$ cat config.mk
export PLATFORM = sky130hd
export DESIGN_NAME = store_unit_flat
export DESIGN_NICKNAME = d
export VERILOG_FILES = /design/src/rtl/mem_pkg.sv /design/src/rtl/store_unit_if.sv /design/src/rtl/store_lane_align.sv /design/src/rtl/store_unit.sv /design/src/flat_wrapper.sv
export SDC_FILE = /design/constraint.sdc
export NUM_CORES = 1
export LEC_CHECK = 0
export ABC_AREA = 0
export CAP_MARGIN = 20
export CORE_MARGIN = 5
export CORE_UTILIZATION = 41
export CTS_CLUSTER_DIAMETER = 60
export DETAILED_ROUTE_END_ITERATION = 16
export PLACE_DENSITY = 0.85
export SKIP_CTS_REPAIR_TIMING = 1
export SLEW_MARGIN = 15
export SYNTH_ARGS = -nofsm -noshare
export SYNTH_HDL_FRONTEND = slang
export SYNTH_SLANG_ARGS = --single-unit
export TNS_END_PERCENT = 30
$ cat constraint.sdc
create_clock -name clk -period 2.29 [get_ports clk]
set_clock_uncertainty 0.05 [all_clocks]
set_input_delay 0.458 -clock clk [delete_from_list [all_inputs] [get_ports clk]]
set_output_delay 0.458 -clock clk [all_outputs]
set_load 0.005 [all_outputs]
$ cat src/rtl/mem_pkg.sv
// Shared definitions for the data-side memory path: access sizes, store-unit
// FSM states and byte-lane geometry.
package mem_pkg;

  localparam int NUM_LANES = 4;

  localparam logic [1:0] SIZE_B = 2'b00;
  localparam logic [1:0] SIZE_H = 2'b01;
  localparam logic [1:0] SIZE_W = 2'b10;

  typedef enum logic [1:0] {
    ST_IDLE  = 2'd0,
    ST_READ  = 2'd1,
    ST_WRITE = 2'd2
  } su_state_e;

  function automatic logic [31:0] word_addr(input logic [31:0] byte_addr);
    return {byte_addr[31:2], 2'b00};
  endfunction

endpackage

$ cat src/rtl/store_unit_if.sv
// Store request/response and data-memory bus seen by the store unit.
// Handshakes: a request is taken on a clock edge where req_valid && req_ready;
// a memory request (mem_req) holds its payload until the edge where mem_ack is 1.
interface store_unit_if;
  logic        req_valid;
  logic        req_ready;
  logic [31:0] req_addr;
  logic [31:0] req_data;
  logic [1:0]  req_size;
  logic        resp_done;
  logic        resp_misalign;
  logic        mem_req;
  logic        mem_we;
  logic [31:0] mem_addr;
  logic [31:0] mem_wdata;
  logic [3:0]  mem_be;
  logic        mem_ack;
  logic [31:0] mem_rdata;

  modport slave (
    input  req_valid, req_addr, req_data, req_size, mem_ack, mem_rdata,
    output req_ready, resp_done, resp_misalign,
    output mem_req, mem_we, mem_addr, mem_wdata, mem_be
  );

  modport master (
    output req_valid, req_addr, req_data, req_size, mem_ack, mem_rdata,
    input  req_ready, resp_done, resp_misalign,
    input  mem_req, mem_we, mem_addr, mem_wdata, mem_be
  );
endinterface

$ cat src/rtl/store_lane_align.sv
// Combinational little-endian lane placement and alignment check for a
// byte/half/word access; shared with the load side for lane selection.
module store_lane_align
  import mem_pkg::*;
(
  input  logic [1:0]           size_i,
  input  logic [1:0]           addr_i,
  input  logic [31:0]          data_i,
  output logic [31:0]          wdata_o,
  output logic [NUM_LANES-1:0] be_o,
  output logic                 misalign_o
);

  always_comb begin
    wdata_o    = data_i;
    be_o       = 4'hF;
    misalign_o = 1'b0;
    case (size_i)
      SIZE_B: begin
        wdata_o = {4{data_i[7:0]}};
        be_o    = 4'b0001 << addr_i;
      end
      SIZE_H: begin
        wdata_o    = {2{data_i[15:0]}};
        be_o       = addr_i[1] ? 4'b1100 : 4'b0011;
        misalign_o = addr_i[0];
      end
      // Word and the reserved encoding both behave as a full-word store.
      default: misalign_o = |addr_i;
    endcase
  end

endmodule

$ cat src/rtl/store_unit.sv
// MEM-stage store path: places the operand on its byte lanes and writes it
// either with byte strobes or via a read-merge-write sequence (RMW=1).
module store_unit
  import mem_pkg::*;
#(
  parameter bit RMW = 1'b0
) (
  input  logic         clk,
  input  logic         rst_n,
  store_unit_if.slave  bus,
  output su_state_e    state_o
);

  su_state_e            state_q;
  logic                 resp_done_q;
  logic                 resp_misalign_q;
  logic                 mem_req_q;
  logic                 mem_we_q;
  logic [31:0]          mem_addr_q;
  logic [31:0]          mem_wdata_q;
  logic [NUM_LANES-1:0] mem_be_q;
  logic [NUM_LANES-1:0] lane_be_q;

  logic [31:0]          al_wdata;
  logic [NUM_LANES-1:0] al_be;
  logic                 al_misalign;
  logic [31:0]          merged_d;

  store_lane_align u_align (
    .size_i     (bus.req_size),
    .addr_i     (bus.req_addr[1:0]),
    .data_i     (bus.req_data),
    .wdata_o    (al_wdata),
    .be_o       (al_be),
    .misalign_o (al_misalign)
  );

  // During the RMW read phase mem_wdata_q still holds the lane-placed operand.
  always_comb begin
    merged_d = bus.mem_rdata;
    for (int i = 0; i < NUM_LANES; i++) begin
      if (lane_be_q[i]) merged_d[8*i +: 8] = mem_wdata_q[8*i +: 8];
    end
  end

  always_ff @(posedge clk or negedge rst_n) begin
    if (!rst_n) begin
      state_q         <= ST_IDLE;
      resp_done_q     <= 1'b0;
      resp_misalign_q <= 1'b0;
      mem_req_q       <= 1'b0;
      mem_we_q        <= 1'b0;
      mem_addr_q      <= '0;
      mem_wdata_q     <= '0;
      mem_be_q        <= '0;
      lane_be_q       <= '0;
    end else begin
      resp_done_q     <= 1'b0;
      resp_misalign_q <= 1'b0;
      case (state_q)
        ST_IDLE: begin
          if (bus.req_valid) begin
            if (al_misalign) begin
              resp_done_q     <= 1'b1;
              resp_misalign_q <= 1'b1;
            end else begin
              mem_req_q   <= 1'b1;
              mem_addr_q  <= word_addr(bus.req_addr);
              mem_wdata_q <= al_wdata;
              lane_be_q   <= al_be;
              // A full-word store needs no merge, so it goes straight to WRITE.
              if (RMW && (al_be != 4'hF)) begin
                state_q  <= ST_READ;
                mem_we_q <= 1'b0;
                mem_be_q <= 4'hF;
              end else begin
                state_q  <= ST_WRITE;
                mem_we_q <= 1'b1;
                mem_be_q <= RMW ? 4'hF : al_be;
              end
            end
          end
        end
        ST_READ: begin
          if (bus.mem_ack) begin
            state_q     <= ST_WRITE;
            mem_we_q    <= 1'b1;
            mem_wdata_q <= merged_d;
          end
        end
        ST_WRITE: begin
          if (bus.mem_ack) begin
            state_q     <= ST_IDLE;
            mem_req_q   <= 1'b0;
            resp_done_q <= 1'b1;
          end
        end
        default: state_q <= ST_IDLE;
      endcase
    end
  end

  assign bus.req_ready     = (state_q == ST_IDLE);
  assign bus.resp_done     = resp_done_q;
  assign bus.resp_misalign = resp_misalign_q;
  assign bus.mem_req       = mem_req_q;
  assign bus.mem_we        = mem_we_q;
  assign bus.mem_addr      = mem_addr_q;
  assign bus.mem_wdata     = mem_wdata_q;
  assign bus.mem_be        = mem_be_q;
  assign state_o           = state_q;

endmodule
$ cat src/flat_wrapper.sv
// flat-port wrapper written by rule: the top's interface ports become plain ports
module store_unit_flat import mem_pkg::*;
#(
  parameter bit RMW = 1'b0
)
  (clk, rst_n, state_o, bus_req_valid, bus_req_addr, bus_req_data, bus_req_size, bus_mem_ack, bus_mem_rdata, bus_req_ready, bus_resp_done, bus_resp_misalign, bus_mem_req, bus_mem_we, bus_mem_addr, bus_mem_wdata, bus_mem_be);
  store_unit_if bus_i ();
  input  logic clk;
  input  logic rst_n;
  output su_state_e state_o;
  input wire logic [$bits(bus_i.req_valid)-1:0] bus_req_valid;
  input wire logic [$bits(bus_i.req_addr)-1:0] bus_req_addr;
  input wire logic [$bits(bus_i.req_data)-1:0] bus_req_data;
  input wire logic [$bits(bus_i.req_size)-1:0] bus_req_size;
  input wire logic [$bits(bus_i.mem_ack)-1:0] bus_mem_ack;
  input wire logic [$bits(bus_i.mem_rdata)-1:0] bus_mem_rdata;
  output wire logic [$bits(bus_i.req_ready)-1:0] bus_req_ready;
  output wire logic [$bits(bus_i.resp_done)-1:0] bus_resp_done;
  output wire logic [$bits(bus_i.resp_misalign)-1:0] bus_resp_misalign;
  output wire logic [$bits(bus_i.mem_req)-1:0] bus_mem_req;
  output wire logic [$bits(bus_i.mem_we)-1:0] bus_mem_we;
  output wire logic [$bits(bus_i.mem_addr)-1:0] bus_mem_addr;
  output wire logic [$bits(bus_i.mem_wdata)-1:0] bus_mem_wdata;
  output wire logic [$bits(bus_i.mem_be)-1:0] bus_mem_be;
  assign bus_i.req_valid = bus_req_valid;
  assign bus_i.req_addr = bus_req_addr;
  assign bus_i.req_data = bus_req_data;
  assign bus_i.req_size = bus_req_size;
  assign bus_i.mem_ack = bus_mem_ack;
  assign bus_i.mem_rdata = bus_mem_rdata;
  assign bus_req_ready = bus_i.req_ready;
  assign bus_resp_done = bus_i.resp_done;
  assign bus_resp_misalign = bus_i.resp_misalign;
  assign bus_mem_req = bus_i.mem_req;
  assign bus_mem_we = bus_i.mem_we;
  assign bus_mem_addr = bus_i.mem_addr;
  assign bus_mem_wdata = bus_i.mem_wdata;
  assign bus_mem_be = bus_i.mem_be;
  store_unit #(.RMW(RMW)) u_core (.clk(clk), .rst_n(rst_n), .bus(bus_i), .state_o(state_o));
endmodule
* Word-level counts from Yosys, hierarchy flattened
Index checks and enable logic that the tools add are counted.
** Cells by class
- Equality and inequality tests :: 11
- Shift operators :: 1
- $mul :: 0
- Add/subtract/negate cells :: 0
- $lt $le $gt $ge :: 0
- Muxes and demuxes :: 28
- Reductions and logical operators :: 13
- Bitwise logic cells :: 1
- Div/mod/pow operators :: 0
** Operators with widths (count)
- $pmux 32 s2 :: 2
- $mux 32 :: 3
- $mux 8 :: 4
- $reduce_and 5->1 :: 4
- $ne 2x2->1 const B :: 8
- $reduce_and 4->1 :: 3
- $mux 1 :: 8
- $mux 2 :: 4
- $pmux 1 s2 :: 4
- $pmux 4 s2 :: 1
- $pmux 2 s3 :: 1
- $eq 2x1->1 const B :: 2
- $logic_not 2->1 :: 2
- $mux 4 :: 1
- $reduce_bool 2->1 :: 2
- $shl 1x2->4 const A :: 1
- $reduce_and 3->1 :: 1
- $eq 2x2->1 const B :: 1
- $reduce_or 2->1 :: 1
- $not 1->1 :: 1
** Word-level totals
- Logic and storage cells :: 65
- Output and inout port bits :: 75
- Memories kept :: 0
- Input port bits :: 102
- Register bits :: 72
- Bits in latches :: 0
- RAM bits :: 0
- ROM bits :: 0

* Longest topological paths before layout
Gate-level depths: netlist of the first run.
- Depth after elaboration :: 5
- Depth in mapped cells :: 5

* By module
From an unflattened synthesis of the first run, not the netlist that was laid out.
** Unflattened totals
- Cells, all modules :: 219
- Area total of the unflattened synthesis :: 3146.8 um2
** Modules (own cells, without submodules)
- store_unit :: area an instance 2625.0 um2, times used 1, sequential area each 1751.7 um2, cells an instance 156
- store_lane_align :: area an instance 521.8 um2, times used 1, sequential area each 0.0 um2, cells an instance 63

* Least setup slack after synthesis of the first run
OpenSTA, ideal clock, no wires.
- Path type :: input-to-reg
- From :: in bus_req_size[1]
- To :: reg u_core.mem_wdata_q[10] (netlist: u_core.bus.mem_wdata[10])
- Stages :: 4
- Setup time :: 0.125 ns
- Setup slack :: 0.622 ns
- Path buffers :: 1
- Data arrival time :: 1.493 ns
- Required time :: 2.115 ns
- Cells stage by stage :: buf_4 -> nor2_2 -> mux2_2 -> mux2_2
** Between the ends
- Longest elaborated chain between the ends :: 5
** Ends and longest elaborated chain
- from (decl) :: line flat_wrapper.sv:14 : input wire logic [$bits(bus_i.req_size)-1:0] bus_req_size;
- $eq 2x1->1 or $logic_not 2->1 (tied branches) :: line store_lane_align.sv:18 : case (size_i)
- $pmux 32 s2 :: line store_lane_align.sv:18
- $mux 32 :: line store_unit.sv:63 : if (al_misalign) begin
- $mux 32 :: line store_unit.sv:62 : if (bus.req_valid) begin
- $pmux 32 s2 :: line store_unit.sv:60 : case (state_q)
- to (signal assigned) :: line store_unit.sv:69 : mem_wdata_q <= al_wdata;
- to (signal assigned) :: line store_unit.sv:88 : mem_wdata_q <= merged_d;
- to (decl) :: line store_unit.sv:20 : logic [31:0] mem_wdata_q;
Several ways; a longest one is shown, not always the timed one. The select of a mux whose other input is x is not followed.
A chain may end at the register's enable or synchronous reset.

* Worst setup path after layout of the first run
- From :: in bus_req_addr[0]
- To :: reg u_core.mem_wdata_q[7] (netlist: u_core.bus.mem_wdata[7])
** Between the ends
- Longest elaborated chain between the ends :: 4
** Ends and longest elaborated chain
- from (decl) :: line flat_wrapper.sv:12 : input wire logic [$bits(bus_i.req_addr)-1:0] bus_req_addr;
- $reduce_or 2->1 :: line store_lane_align.sv:29 : default: misalign_o = |addr_i;
- $pmux 1 s2 * :: line store_lane_align.sv:18
- $ne 2x2->1 (no line) *
- $reduce_and 5->1 (no line) *
Every way passes the cells marked *; elsewhere a longest branch is shown, timed or not.

==> results of run 1 <==
-- synth_stat cells (all sizes together) --
master,count,share of area
clkbuf,1,0.0012
o21ai,10,0.016
inv,2,0.0024
buf,14,0.037
dfrtp,70,0.56
nor2,3,0.0052
mux2,80,0.31
mux2i,9,0.029
a21oi,2,0.0044
nor3,2,0.0032
o21bai,2,0.0084
nand2,8,0.0096
conb,1,0.0012
nand2b,4,0.0080
a21o,2,0.0048
-- flip-flops by register name (all words and copies together), names as in the netlist --
name,cells
u_core.bus.mem_addr,30
u_core.bus.mem_wdata,32
u_core.bus.mem_we,1
u_core.bus.resp_done,1
u_core.bus.resp_misalign,1
u_core.lane_be_q,4
u_core.state_o,1
-- per-layer routing --
| metal | vias to the layer above | GRT usage | routed length (um) |
|---|---|---|---|
| met5 | - | 0 | 0 |
| met4 | 0 | 0.0692 | 159 |
| met3 | 13 | 0.0668 | 684 |
| met2 | 88 | 0.272 | 3800 |
| met1 | 1076 | 0.188 | 3070 |
| li1 | 1035 | - | - |
-- logic make-up (layout without fill, tap and decap cells) --
kind of cell,Yosys count,in the layout,synth area share
mux,89,89,0.337
buf+inv,17,170,0.0405
compound gates,16,16,0.0337
other cells,1,3,0.00120
flops,70,70,0.562
simple gates,17,17,0.0261
-- worst register-to-register path: stages (launching register included) --
cell and delay, ps:
sky130_fd_sc_hd__dfrtp_1 400, sky130_fd_sc_hd__nand2b_1 180, sky130_fd_sc_hd__o21bai_4 170, sky130_fd_sc_hd__buf_12 240
sky130_fd_sc_hd__mux2_2 390
-- cell usage in the layout (no fill, tap or decap), types with 2 or more instances in the layout --
cell type and count:
sky130_fd_sc_hd__mux2_2 64, sky130_fd_sc_hd__nor3_1 2, sky130_fd_sc_hd__clkdlybuf4s50_1 140, sky130_fd_sc_hd__nor2_2 2
sky130_fd_sc_hd__a21o_1 2, sky130_fd_sc_hd__clkbuf_8 11, sky130_fd_sc_hd__dfrtp_1 70, sky130_fd_sc_hd__clkinv_2 3
sky130_fd_sc_hd__nand2b_1 4, sky130_fd_sc_hd__nand2_1 8, sky130_fd_sc_hd__buf_4 8, sky130_fd_sc_hd__mux2i_1 9
sky130_fd_sc_hd__mux2_4 16, sky130_fd_sc_hd__conb_1 3, sky130_fd_sc_hd__inv_1 2, sky130_fd_sc_hd__o21ai_0 10
sky130_fd_sc_hd__buf_12 3
-- path summary, 6_finish.rpt --
| path | endpoint | depth (start not counted) |
|---|---|---|
| setup / recovery | u_core.bus.mem_wdata[7]$_DFFE_PN0P_ | 5 |
| hold / removal | u_core.bus.resp_done$_DFF_PN0_ | 1 |
| setup reg to reg | u_core.bus.mem_wdata[7]$_DFFE_PN0P_ | 4 |
| hold reg to reg | u_core.bus.mem_we$_DFFE_PN0P_ | 1 |
| max in group asynchronous | u_core.bus.mem_addr[8]$_DFFE_PN0P_ | 2 |
| min in group clk | u_core.bus.mem_we$_DFFE_PN0P_ | 1 |
-- power by group --
part | total, mW | internal [mW] | switching, mW
clock | 0.984 | 0.558 | 0.426
sequential | 1.72 | 1.56 | 0.164
combinational | 1.39 | 0.994 | 0.399
total | 4.10 | 3.11 | 0.989
-- stage by stage --
stage / hold slack (ps) / setup slack, ps / std cells / util / area [sq um]
floorplan: 112 / 622 / 212 / - / 3130
global placement: 400 / 143 / 448 / 0.635 / 4660
detailed placement: 415 / 82.4 / 448 / 0.635 / 4660
CTS: 97.3 / 435 / 464 / 0.663 / 4860
global route: 124 / 380 / 464 / 0.663 / 4860
finish: 88.6 / 434 / 464 / 0.663 / 4860
-- layout make-up --
type                            instances  share of cell area
Timing Repair Buffer                  152               0.314
Inverter                                2             0.00155
Tap cell                               99              0.0255
Clock inverter                          4             0.00927
Multi-Input combinational cell        125               0.257
Sequential cell                        70               0.361
Clock buffer                           12              0.0319
==> results_tabular.tex, run 1 <==
\begin{tabular}{lr}
\hline
Metric & Value \\
\hline
\multicolumn{2}{l}{\textbf{Layout}} \\
Area growth, synth to finish & 55.8\% \\
Multi-input logic area & 1250 sq um \\
Net count reported at finish & 462 \\
N\_diodes & 0 \\
Count of fill cells added during filler insertion & 541 \\
Register area & 1750 sq um \\
Fraction of layout instances using a drive strength above 1 & 0.304 \\
\multicolumn{2}{l}{\textbf{Floorplan}} \\
Area of the core region & 7330 sq um \\
Die X & 97.2 um \\
Number of placement rows & 31 \\
Starting utilization of the core area & 0.425 \\
Number of top-level pins & 177 \\
Height of the die & 97.2 um \\
Die Area & 9450 sq um \\
\multicolumn{2}{l}{\textbf{Clocking}} \\
Worst-Skew Late Latency & 320 ps \\
Clock buffer depth & 2 \\
Clock tree root driver cell & sky130\_fd\_sc\_hd\_\_clkbuf\_8 \\
Clk pin slew, worst setup/hold paths & 70 ps \\
Max H-tree Level & 3 \\
TritonCTS clock tree & yes \\
Clock net sink count & 70 \\
Number of buffers inserted during clock tree synthesis & 9 \\
\multicolumn{2}{l}{\textbf{Pwr}} \\
Power density of the placed cells & 844 nW/um\^{}2 \\
Lkg Pwr & 2.11 nW \\
Total Power & 4.10 mW \\
Max rail drop VDD & 418 uV \\
\multicolumn{2}{l}{\textbf{Worst setup path}} \\
Worst stage delay on the critical path & 610 ps \\
List of cells traversed by the critical path & clkdlybuf4s50\_1 > a21oi\_2 > o21bai\_4 > buf\_12 > mux2\_2 \\
Count of buffering cells on the critical path with inverters included & 2 \\
Slowest cell on the critical path & sky130\_fd\_sc\_hd\_\_clkdlybuf4s50\_1 \\
Critical Path AT & 2020 ps \\
Kind of start point of the critical path & input port \\
Family with the most delay on the worst path & buffers and inverters \\
R2r setup slk & 750 ps \\
Worst Path Class, Setup & input port to register \\
Required time reported for the critical path endpoint & 2450 ps \\
CP Max Fanout & 37 \\
Crit path launch & bus\_req\_addr[0] \\
Worst R2R Start & u\_core.state\_o[1]\$\_DFFE\_PN0P\_ \\
Crit path capture type & register \\
\multicolumn{2}{l}{\textbf{Global routing}} \\
Largest net degree at the start of global routing & 38 \\
GRT Overall Usage & 0.164 \\
Leftover overflow at the end of global routing & 0 \\
Initial antenna violation count & 0 \\
Global-route wire length before repair & 12400 um \\
Number of global-route vias before repair & 2384 \\
\multicolumn{2}{l}{\textbf{STA}} \\
Final period utilization & 0.810 \\
Setup repair after global routing missed its margin & false \\
Number of hold violations in the final report & 0 \\
Minimum period implied by the final worst setup slack & 1860 ps \\
Fmax & 0.539 GHz \\
Worst max-slew margin expressed relative to the limit & 0.593 \\
Slew at the pin closest to its max-slew limit & 610 ps \\
Number of pins exceeding their max-slew limit in the final report & 0 \\
Setup TNS & 0 ps \\
Endpoints failing setup & 0 \\
\multicolumn{2}{l}{\textbf{Synth}} \\
Per-instance average area after synthesis & 14.9 sq um \\
Register bit total from synthesis & 70 \\
Ys Warns & 0 \\
Sequential share of the synthesized area & 0.562 \\
Number of different library cells in the post-synthesis netlist & 22 \\
Cell count after synthesis & 210 \\
Cell Area, Synth & 3120 sq um \\
\multicolumn{2}{l}{\textbf{Detailed routing}} \\
Post-detailed-route via-to-cell ratio & 4.77 \\
Final Routed Wirelength & 7710 um \\
WL/cell & 16.6 um \\
Number of antenna-violating nets in the routed design & 0 \\
DRC viols & 0 \\
Total vias in the final route & 2212 \\
Number of optimization iterations in the first detailed-route pass & 4 \\
Number of DRC markers after the initial detailed-route iteration & 38 \\
\multicolumn{2}{l}{\textbf{Status}} \\
Result of the run & finished clean \\
\multicolumn{2}{l}{\textbf{Placement}} \\
HPWL after detailed placement & 5900 um \\
Weighted congestion at the end of routability-driven global placement & 0.726 \\
Port buffer count & 141 \\
\multicolumn{2}{l}{\textbf{Job}} \\
Number of max-cap violations & 0 \\
\multicolumn{2}{l}{\textbf{Min path}} \\
Worst min path class & input port to asynchronous set/reset pin \\
\hline
\end{tabular}
(Power assumes the default switching activity.)
==> run 2, diff against run 1 <==
CORE_UTILIZATION = 38   (was 41)
PLACE_DENSITY = 0.8   (was 0.85)
clock period = 1.8 ns   (was 2.29 ns; I/O delays follow)
==> run 2 against run 1 <==
Against the previous run:
- via count grew 1.8%
- flip-flop and latch count unchanged
- non-clock buffer count increased by 5
- sequential share of layout area fell by 0.65 points
- hold slack improved by 340 ps
- routed wire length decreased by 0.13%
- core utilization fell by 5.1 points
- register-to-register slack worse by 480 ps
- final cell count grew 2.2%
- clock-buffer cell count is 1 lower
==> results_tabular.tex, run 2 (synthesis results as in run 1) <==
\begin{tabular}{lr}
\hline
Metric & Value \\
\hline
\multicolumn{2}{l}{\textbf{Placement}} \\
Weighted congestion at the end of routability-driven global placement & 0.773 (+6.4\%) \\
HPWL after detailed placement & 5870 um (-0.47\%) \\
Placed Cells incl. Taps & 458 (+2.2\%) \\
Port buffer count & 141 (unchanged) \\
Post-place setup slack & -324 ps (-407 ps) \\
\multicolumn{2}{l}{\textbf{Global routing}} \\
Leftover overflow at the end of global routing & 0 (unchanged) \\
Number of global-route vias before repair & 2460 (+3.2\%) \\
Initial antenna violation count & 0 (unchanged) \\
Largest net degree at the start of global routing & 37 (-2.6\%) \\
Global-route wire length before repair & 12500 um (+0.66\%) \\
GRT Overall Usage & 0.159 (-0.00577) \\
\multicolumn{2}{l}{\textbf{Worst setup path}} \\
Crit path launch & bus\_req\_size[1] \\
Crit path capture type & register \\
R2r setup slk & 270 ps (-480 ps) \\
Slowest cell on the critical path & sky130\_fd\_sc\_hd\_\_clkdlybuf4s50\_1 \\
Worst R2R Start & u\_core.state\_o[1]\$\_DFFE\_PN0P\_ \\
Required time reported for the critical path endpoint & 1960 ps (-490 ps) \\
Critical Path AT & 1840 ps (-180 ps) \\
Worst reg2reg path depth & 4 (unchanged) \\
Last element of the critical path & u\_core.bus.mem\_wdata[10]\$\_DFFE\_PN0P\_ \\
Worst Path Class, Setup & input port to register \\
Worst stage delay on the critical path & 560 ps (-50 ps) \\
Kind of start point of the critical path & input port \\
List of cells traversed by the critical path & clkdlybuf4s50\_1 > a21oi\_2 > o21bai\_4 > buf\_12 > mux2\_2 \\
CP Max Fanout & 33 (-11\%) \\
Endpoint of the most critical register-to-register path & u\_core.bus.mem\_wdata[10]\$\_DFFE\_PN0P\_ \\
\multicolumn{2}{l}{\textbf{Detailed routing}} \\
DRC viols & 0 (unchanged) \\
Number of DRC markers after the initial detailed-route iteration & 24 (-37\%) \\
Total vias in the final route & 2251 (+1.8\%) \\
Number of antenna-violating nets in the routed design & 0 (unchanged) \\
Post-detailed-route via-to-cell ratio & 4.75 (-0.38\%) \\
Final Routed Wirelength & 7700 um (-0.13\%) \\
WL/cell & 16.3 um (-2.2\%) \\
Number of optimization iterations in the first detailed-route pass & 4 (unchanged) \\
\multicolumn{2}{l}{\textbf{Layout}} \\
Flip-flop count of the largest register after layout & 32 (unchanged) \\
Final Non-Filler Cells & 474 (+2.2\%) \\
Fraction of layout instances using a drive strength above 1 & 0.317 (+0.0130) \\
Most frequent cells in the layout & sky130\_fd\_sc\_hd\_\_clkdlybuf4s50\_1 (137), sky130\_fd\_sc\_hd\_\_dfrtp\_1 (69), sky130\_fd\_sc\_hd\_\_mux2\_2 (64) \\
Area growth, synth to finish & 58.7\% \\
N\_diodes & 0 (unchanged) \\
Net count reported at finish & 467 (+1.1\%) \\
Count of fill cells added during filler insertion & 653 (+21\%) \\
Most common library cell in the layout ignoring fill and taps & sky130\_fd\_sc\_hd\_\_clkdlybuf4s50\_1 \\
\multicolumn{2}{l}{\textbf{STA}} \\
Worst hold margin & 426 ps (+338 ps) \\
Worst setup slack after layout & 126 ps (-308 ps) \\
Fmax & 0.597 GHz \\
Setup repair after global routing missed its margin & false \\
Final period utilization & 0.930 \\
Number of hold violations in the final report & 0 (unchanged) \\
Endpoints failing setup & 0 (unchanged) \\
Minimum period implied by the final worst setup slack & 1670 ps \\
Number of pins exceeding their max-slew limit in the final report & 0 (unchanged) \\
\multicolumn{2}{l}{\textbf{Floorplan}} \\
Starting utilization of the core area & 0.385 (-0.0401) \\
Height of the die & 101 um (+3.5\%) \\
Number of placement rows & 33 (+6.5\%) \\
Die X & 101 um (+3.5\%) \\
Number of top-level pins & 177 (unchanged) \\
Area of the core region & 8090 sq um (+10\%) \\
Die Area & 10100 sq um (+7.1\%) \\
\multicolumn{2}{l}{\textbf{Clocking}} \\
TritonCTS clock tree & yes \\
Clock buffer depth & 2 (unchanged) \\
Number of buffers inserted during clock tree synthesis & 9 (unchanged) \\
Clock net sink count & 70 (unchanged) \\
Worst-Skew Late Latency & 330 ps (about the same) \\
Clk pin slew, worst setup/hold paths & 70 ps (about the same) \\
Clock tree root driver cell & sky130\_fd\_sc\_hd\_\_clkbuf\_8 \\
Max H-tree Level & 3 (unchanged) \\
\multicolumn{2}{l}{\textbf{Pwr}} \\
Power density of the placed cells & 1090 nW/um\^{}2 (+29\%) \\
Lkg Pwr & 2.17 nW (+2.8\%) \\
Max rail drop VDD & 618 uV (+48\%) \\
\multicolumn{2}{l}{\textbf{Job}} \\
Number of max-cap violations & 0 (unchanged) \\
\multicolumn{2}{l}{\textbf{Status}} \\
Result of the run & finished clean \\
\multicolumn{2}{l}{\textbf{Min path}} \\
Worst min path class & register to register \\
\hline
\end{tabular}
-- run 2: how the worst min path moves through the flow --
stage | from | to | slack, ps | depth (start not counted)
after floorplan | rst_n | u_core.bus.mem_addr[10]$_DFFE_PN0P_ | 10 | 0
after global placement | rst_n | u_core.bus.mem_addr[29]$_DFFE_PN0P_ | 300 | 1
after detailed placement | rst_n | u_core.bus.mem_addr[27]$_DFFE_PN0P_ | 300 | 1
after CTS | rst_n | u_core.bus.mem_addr[27]$_DFFE_PN0P_ | -70 | 1
after global routing | u_core.lane_be_q[0]$_DFFE_PN0P_ | u_core.lane_be_q[0]$_DFFE_PN0P_ | 470 | 1
final | u_core.bus.mem_we$_DFFE_PN0P_ | u_core.bus.mem_we$_DFFE_PN0P_ | 430 | 1
-- run 2: power breakdown --
part | internal [mW] | switching [mW] | leakage (nW) | total [mW]
clock network | 0.844 | 0.570 | 0.115 | 1.41
registers | 1.98 | 0.209 | 0.822 | 2.19
logic | 1.28 | 0.509 | 1.23 | 1.78
total | 4.10 | 1.29 | 2.17 | 5.39
-- run 2: per-stage QoR --
step	power, mW	instance area [sq um]	setup TNS, ps	utilization
6_report	5.39	4950	0	0.612
5_1_grt	5.70	4950	0	0.612
4_1_cts	5.48	4930	0	0.609
3_5_place_dp	4.04	4710	-18680	0.582
3_3_place_gp	3.98	4710	-17130	0.582
2_1_floorplan	2.84	3130	0	-
-- run 2: metal layers --
layer	GRT usage	vias to the layer above	share of wire
met4	0.0560	0	0.0096
met5	0	-	0
met2	0.260	74	0.52
met1	0.193	1127	0.39
met3	0.0554	7	0.077
li1	-	1043	-
-- run 2: final cells by class --
cell class | count | area [sq um] | share of cell area
Inverter | 2 | 7.51 | 0.00152
Clock inverter | 4 | 70.1 | 0.0142
Tap cell | 105 | 131 | 0.0265
Timing Repair Buffer | 157 | 1590 | 0.321
Clock buffer | 11 | 151 | 0.0306
Multi-Input combinational cell | 125 | 1250 | 0.252
Sequential cell | 70 | 1750 | 0.354
-- run 2: worst max-delay path: cells and delay by family --
family	cells	cell delay [ps]
AOI/OAI and AO/OA	2	270
muxes	1	360
buffers and inverters	2	820
